### config.mk
export PLATFORM = sky130hd
export DESIGN_NAME = acc_cpu_core_flat
export DESIGN_NICKNAME = d
export VERILOG_FILES = /design/src/rtl/acc_cpu_core_if.sv /design/src/rtl/acc_cpu_core.sv /design/src/flat_wrapper.sv
export SDC_FILE = /design/constraint.sdc
export NUM_CORES = 1
export LEC_CHECK = 0
export ABC_AREA = 1
export ABC_CLOCK_PERIOD_IN_PS = 1530
export CAP_MARGIN = 20
export CORE_MARGIN = 2
export CORE_UTILIZATION = 35
export CTS_CLUSTER_SIZE = 8
export DETAILED_ROUTE_END_ITERATION = 16
export HOLD_SLACK_MARGIN = 0.02
export PLACE_DENSITY_LB_ADDON = 0.08
export SYNTH_ARGS = -nofsm -noshare
export SYNTH_HDL_FRONTEND = slang
export SYNTH_SLANG_ARGS = --single-unit
export TNS_END_PERCENT = 1
### constraint.sdc
create_clock -name clock -period 1.53 [get_ports clock]
set_input_delay 0.153 -clock clock [delete_from_list [all_inputs] [get_ports clock]]
set_output_delay 0.153 -clock clock [all_outputs]
set_load 0.02 [all_outputs]
### src/rtl/acc_cpu_core_if.sv
// Instruction handshake bus for acc_cpu_core: the issuer drives master,
// the core takes slave.
interface acc_cpu_core_if #(
  parameter int WIDTH = 4
);
  logic             instr_valid;
  logic             instr_ready;
  logic [2:0]       opcode;
  logic [WIDTH-1:0] operand;

  modport master (
    output instr_valid,
    output opcode,
    output operand,
    input  instr_ready
  );

  modport slave (
    input  instr_valid,
    input  opcode,
    input  operand,
    output instr_ready
  );
endinterface

### src/rtl/acc_cpu_core.sv
// Three-cycle (IDLE/EXEC/WB) accumulator CPU core.
// Define ACC_CPU_MUL_EN to enable the multiplier on opcode 110; otherwise 110 acts as NOP.
module acc_cpu_core #(
  parameter int WIDTH = 4
) (
  input  logic                clock,
  input  logic                reset,
  acc_cpu_core_if.slave       bus,
  output logic [WIDTH-1:0]    acc,
  output logic [WIDTH-1:0]    out,
  output logic                out_valid,
  output logic                zero,
  output logic                carry,
  output logic [1:0]          current_state
);

  typedef enum logic [1:0] {
    IDLE    = 2'd0,
    EXEC    = 2'd1,
    WB      = 2'd2,
    ILLEGAL = 2'd3
  } state_t;

  typedef enum logic [2:0] {
    OP_NOP   = 3'b000,
    OP_LOAD  = 3'b001,
    OP_ADD   = 3'b010,
    OP_SUB   = 3'b011,
    OP_AND   = 3'b100,
    OP_OR    = 3'b101,
    OP_MUL   = 3'b110,
    OP_STORE = 3'b111
  } op_t;

  state_t           state, state_n;
  op_t              op_q;
  logic [WIDTH-1:0] x_q;
  logic [WIDTH-1:0] y_q, y_n;
  logic             nc_q, nc_n;
  logic             nz_q;
  logic [WIDTH:0]   sum;
  logic             accept;
  logic             acc_we;

`ifdef ACC_CPU_MUL_EN
  logic [2*WIDTH-1:0] prod;
  assign prod = {{WIDTH{1'b0}}, acc} * {{WIDTH{1'b0}}, x_q};
`endif

  always_ff @(posedge clock) begin
    if (reset) state <= IDLE;
    else       state <= state_n;
  end

  // Ready is masked by reset so an issuer never sees an accept that reset will discard.
  always_comb begin
    state_n         = state;
    accept          = 1'b0;
    bus.instr_ready = 1'b0;
    case (state)
      IDLE: begin
        bus.instr_ready = ~reset;
        if (bus.instr_valid) begin
          accept  = 1'b1;
          state_n = EXEC;
        end
      end
      EXEC:    state_n = WB;
      WB:      state_n = IDLE;
      default: state_n = IDLE;
    endcase
  end

  always_comb begin
    sum  = {1'b0, acc} + {1'b0, x_q};
    y_n  = '0;
    nc_n = 1'b0;
    case (op_q)
      OP_LOAD: y_n = x_q;
      OP_ADD: begin
        y_n  = sum[WIDTH-1:0];
        nc_n = sum[WIDTH];
      end
      OP_SUB: begin
        y_n  = acc - x_q;
        nc_n = (acc < x_q);
      end
      OP_AND: y_n = acc & x_q;
      OP_OR:  y_n = acc | x_q;
`ifdef ACC_CPU_MUL_EN
      OP_MUL: begin
        y_n  = prod[WIDTH-1:0];
        nc_n = |prod[2*WIDTH-1:WIDTH];
      end
`endif
      default: ;
    endcase
  end

  always_comb begin
    acc_we = 1'b0;
    case (op_q)
      OP_LOAD, OP_ADD, OP_SUB, OP_AND, OP_OR: acc_we = 1'b1;
`ifdef ACC_CPU_MUL_EN
      OP_MUL: acc_we = 1'b1;
`endif
      default: acc_we = 1'b0;
    endcase
  end

  always_ff @(posedge clock) begin
    if (reset) begin
      op_q <= OP_NOP;
      x_q  <= '0;
    end else if (accept) begin
      op_q <= op_t'(bus.opcode);
      x_q  <= bus.operand;
    end
  end

  // out_valid self-clears every edge so it can only be high for the cycle after a STORE WB.
  always_ff @(posedge clock) begin
    if (reset) begin
      y_q       <= '0;
      nc_q      <= 1'b0;
      nz_q      <= 1'b1;
      acc       <= '0;
      out       <= '0;
      out_valid <= 1'b0;
      zero      <= 1'b1;
      carry     <= 1'b0;
    end else begin
      out_valid <= 1'b0;
      if (state == EXEC) begin
        y_q  <= y_n;
        nc_q <= nc_n;
        nz_q <= (y_n == '0);
      end
      if (state == WB) begin
        if (acc_we) begin
          acc   <= y_q;
          zero  <= nz_q;
          carry <= nc_q;
        end
        if (op_q == OP_STORE) begin
          out       <= acc;
          out_valid <= 1'b1;
        end
      end
    end
  end

  assign current_state = state;

endmodule

### src/flat_wrapper.sv
// flat-port wrapper written by rule: the top's interface ports become plain ports
module acc_cpu_core_flat 
#(
  parameter int WIDTH = 4
)
  (clock, reset, acc, out, out_valid, zero, carry, current_state, bus_instr_valid, bus_opcode, bus_operand, bus_instr_ready);
  acc_cpu_core_if #(.WIDTH(WIDTH)) bus_i ();
  input  logic clock;
  input  logic reset;
  output logic [WIDTH-1:0] acc;
  output logic [WIDTH-1:0] out;
  output logic out_valid;
  output logic zero;
  output logic carry;
  output logic [1:0] current_state;
  input wire logic [$bits(bus_i.instr_valid)-1:0] bus_instr_valid;
  input wire logic [$bits(bus_i.opcode)-1:0] bus_opcode;
  input wire logic [$bits(bus_i.operand)-1:0] bus_operand;
  output wire logic [$bits(bus_i.instr_ready)-1:0] bus_instr_ready;
  assign bus_i.instr_valid = bus_instr_valid;
  assign bus_i.opcode = bus_opcode;
  assign bus_i.operand = bus_operand;
  assign bus_instr_ready = bus_i.instr_ready;
  acc_cpu_core #(.WIDTH(WIDTH)) u_core (.clock(clock), .reset(reset), .bus(bus_i), .acc(acc), .out(out), .out_valid(out_valid), .zero(zero), .carry(carry), .current_state(current_state));
endmodule
---- Word-level counts from Yosys, hierarchy flattened ----
Index checks and enable logic that the tools add are counted.
storage, ports and cells
  flip-flop bits (word level) ............. 26
  word-level logic and storage cells ...... 42
cells by class
  multiplexer cells ....................... 9
  magnitude comparators ................... 1
  reduce and logical (&&, ||, !) cells .... 6
  equality and inequality tests ........... 9
  add/subtract/negate cells ............... 2
  bitwise operators ....................... 4
operators by type and width
  kind                number
  $pmux 4 s5          1
  $eq 3x3->1 const B  3
  $eq 3x2->1 const B  2
  $add 4x4->5         1
  $mux 1              5
  $reduce_or 5->1     1
  $and 4x4->4         1
  $logic_not 4->1     1
  $lt 4x4->1          1
  $or 4x4->4          1
  $pmux 2 s2          1
  $reduce_and 2->1    2
  $sub 4x4->4         1
  $eq 3x1->1 const B  1
  $eq 2x1->1 const B  1
  $eq 2x2->1 const B  1
  $logic_not 2->1     1
  $mux 2              1
  $ne 2x2->1 const B  1
  $not 1->1           2
  $pmux 1 s2          1
  $reduce_or 2->1     1

---- Logic depth before layout (Yosys ltp) ----
  depth after elaboration ................. 4
  depth in mapped cells ................... 13
  gate-level depth less buffers ........... 13

---- Worst setup path after synthesis ----
OpenSTA, ideal clock, no wires.
  path type ............................... flip-flop to flip-flop
  start point ............................. register u_core.acc[0]
  end point ............................... register u_core.nz_q
  data required time ...................... 1.472 ns
  cell stages (with the launch flop) ...... 12
  path buffers ............................ 0
  arrival ................................. 1.702 ns
  period minus slack after synthesis ...... 1.760 ns
  slack ................................... -0.230 ns
  setup time .............................. 0.058 ns
  path through ............................ dfxtp_1 -> inv_1 -> ha_1 -> inv_1 -> fa_1 -> inv_1 -> nor2_1 -> nor2_1 -> nand2_1 -> nor2_1 -> nand3_1 -> nand2_1
between the ends
  longest elaborated chain between the ends .. 3
  elaborated cells on any way between the ends .. 6
  classes of those cells .................. add/sub (2); mux (1); bitwise (2); reduce/logical (1)
RTL lines
  what                                       RTL line             text
  start, declared                            acc_cpu_core.sv:9    output logic [WIDTH-1:0] acc,
  start signal, assigned                     acc_cpu_core.sv:141  acc <= y_q;
  $sub 4x4->4, or another cell as far along  acc_cpu_core.sv:85   y_n = acc - x_q;
  $pmux 4 s5 *                               acc_cpu_core.sv:78   case (op_q)
  $logic_not 4->1 *                          acc_cpu_core.sv:137  nz_q <= (y_n == '0);
  end signal, assigned                       acc_cpu_core.sv:137
  end, declared                              acc_cpu_core.sv:40   logic nz_q;
Every way passes the cells marked *; elsewhere a longest branch is shown, timed or not.
A chain may end at the register's enable or synchronous reset.

---- Final worst setup path ----
Ends and elaborated chain as after synthesis.

==> results.tsv <==
metric	value	unit
cts_tree	yes	
grt_pass1_vias	1391	
violations	setup timing	
min_to	u_core.current_state[0]	
critical_path_arrival	1.88	ns
startpoint_type	register	
grt_pass1_wl	6460	µm
numClockSinks	26	
cts_buffer_depth	2	
pre_cts_ws	-0.140	ns
syn_inst	203	
wl	3820	µm
place_congestion	0.867	
drt-initial-drc-count	97	
worstPathRequired	1.75	ns
reg2regPathDepth	11	
criticalPathCategory	register to register	
path_max_fanout	3	
synth_ff_type	dfxtp_1	
io_pins	24	
dieWidth	68.6	µm
n_antenna_cell	0	
syn2layout_area_growth	39.6	%
end_kind	register	
route.detailed.drc	0	
min_from	bus_instr_valid	
ys_ff_latch	26	
dieArea	0.00470	mm²
vias	1422	
synth.cell_area	0.00146	mm²
dieHeight	68.6	µm
final_nets	271	
stdcell_count	296	
critPathMaxStageDelay	0.42	ns
rrSetupSlack	-0.13	ns
fmax	601	MHz
gr-total-overflow	0	
initial_core_util	36.5	%
grt_max_degree	16	
htreeDepth	1	
dp_hpwl	3080	µm
yosysUniqueCellTypes	25	
mostFrequentLayoutCells	inv_1 (27), nor2_1 (25), nand2_1 (25)	
dpl-instance-area	0.00195	mm²
rsz0062_at_grt	yes	
setup_viol	5	
slew_viol_final	0	
synth_nets	227	
drt_first_pass_iters	4	
hold_viol_final	0	
clock_skew	0.00237	ns
synthTopCellsByArea	dfxtp_1 (36%), ha_1 (10%), inv_1 (7.5%), nor2_1 (6.9%), a21oi_1 (6.9%)	
hold_depth	3	
rows	23	
r2r_start	u_core.acc[0]	
port_buffers	23	
crit_chain	inv_4, ha_4, inv_2, fa_2, inv_1, nor2_1, nor2_2, nand2_1, nor2_1, nand3_1, nand2_1	
holdCritPathClass	primary input to register	
setup_ws	-0.134	ns
cts.reportedPaths.clkPinSlew	0.09	ns
avgSynthCellArea	7.19	µm²
insertion_delay	0.27	ns
status	finished with violations	
power_density	790	mW/mm²
p_leak	0.938	nW
viasPerCell	4.80	
synth.yosys.seq_area_share	35.6	%
track_usage	18.6	%
peakVddDrop	0.522	mV
r2r-end	u_core.nz_q	
fin_crit_sh	109	%
worst_slew_pin_slew	0.396	ns
wl_per_cell	12.9	µm
finalCriticalPeriod	1.66	ns
ant_nets	0	
maxCapViolCount	0	
cts-root-buf	clkbuf_8	
crit_slowest_cell	fa_2	
antenna_found_initial	0	
layout-drive-gt1-share	20.3	%
synth_edf_count	0	
synth_top_cell_by_area	dfxtp_1	
final_common_cell	inv_1	
fin_area	0.00204	mm²
slew_headroom	73.5	%
dpl.cell_count	292	
core_area	0.00400	mm²
synthArstFlopShare	0	%
post_cts_buffers	0	
yosysWarnings	0	
fin_hold_ws	0.467	ns
netlist.area_leader.share	35.6	%
numCtsBuffers	3	
[timing repair]
action                     4_1_cts  5_1_grt
gates resized for setup          6        5
hold buffers                     0        0
setup endpoints to repair        7       13
pin swaps                        3        0
[registers in the layout, indices dropped and copies added (netlist names)]
signal and count:
u_core.acc 4, u_core.carry 1, u_core.current_state 2, u_core.nc_q 1
u_core.nz_q 1, u_core.op_q 3, u_core.out 4, u_core.out_valid 1
u_core.x_q 4, u_core.y_q 4, u_core.zero 1
[worst max path at each step]
stage,slack (ns),start,depth (start not counted),endpoint
after CTS,-0.13,u_core.acc[0],13,u_core.nz_q
after global placement,-0.15,u_core.acc[0],11,u_core.nz_q
final,-0.13,u_core.acc[0],11,u_core.nz_q
after floorplan,-0.004,u_core.acc[0],11,u_core.nz_q
after detailed placement,-0.14,u_core.acc[0],11,u_core.nz_q
after global routing,-0.28,u_core.acc[0],11,u_core.nz_q
[final cells by class]
type / count / area, µm²
timing repair buffer: 45 / 409
tap: 50 / 62.6
sequential: 26 / 534
inverter: 30 / 115
multi-input combinational: 141 / 851
fill: 394 / 1960
clock buffer: 4 / 66.3
[synth_stat cells (2+ instances only)]
master    number
inv_1         29
nor2_1        27
dfxtp_1       26
nand2_1       26
a21oi_1       20
o21ai_0       18
nand3_1       17
ha_1          12
o21ai_1        5
nand4_1        4
buf_6          2
clkbuf_1       2
fa_1           2
nor2_2         2
[routing by layer]
metal  wire length, µm  up-vias  track usage (%)
met1              1850      649             25.4
met3               157        4             3.90
met4                41        0             6.00
li1                  -      747                -
met5                 0        -                0
met2              1770       22             29.3
[report_power, final]
| part | switching, W | leakage (nW) | internal (W) |
|---|---|---|---|
| combinational | 0.000192 | 0.689 | 0.000166 |
| sequential | 0.0000350 | 0.216 | 0.000710 |
| clock | 0.000223 | 0.0339 | 0.000284 |
| total | 0.000450 | 0.938 | 0.00116 |
[critical path: cells and delay by family, from the launching register on]
family	cells	cell delay, ns
fa+ha+maj	2	0.57
buf+inv	3	0.15
flops	1	0.39
simple gates	6	0.50
[metrics by stage]
step | setup TNS [ns] | power (W) | utilization, %
finish | -0.257 | 0.00161 | 51.0
global route | -0.951 | 0.00172 | 51.0
CTS | -0.265 | 0.00162 | 50.6
detailed placement | -0.323 | 0.00111 | 48.8
global placement | -0.336 | 0.00111 | 48.8
floorplan | -0.00403 | 0.000967 | -
[cell families after synthesis]
logic type	after synthesis	share of synthesized area (%)
compound gates	47	16.8
fa+ha+maj	14	13.0
buf+inv	36	10.6
flops	26	35.6
simple gates	80	23.9
Power figures use the tool's default switching activity.
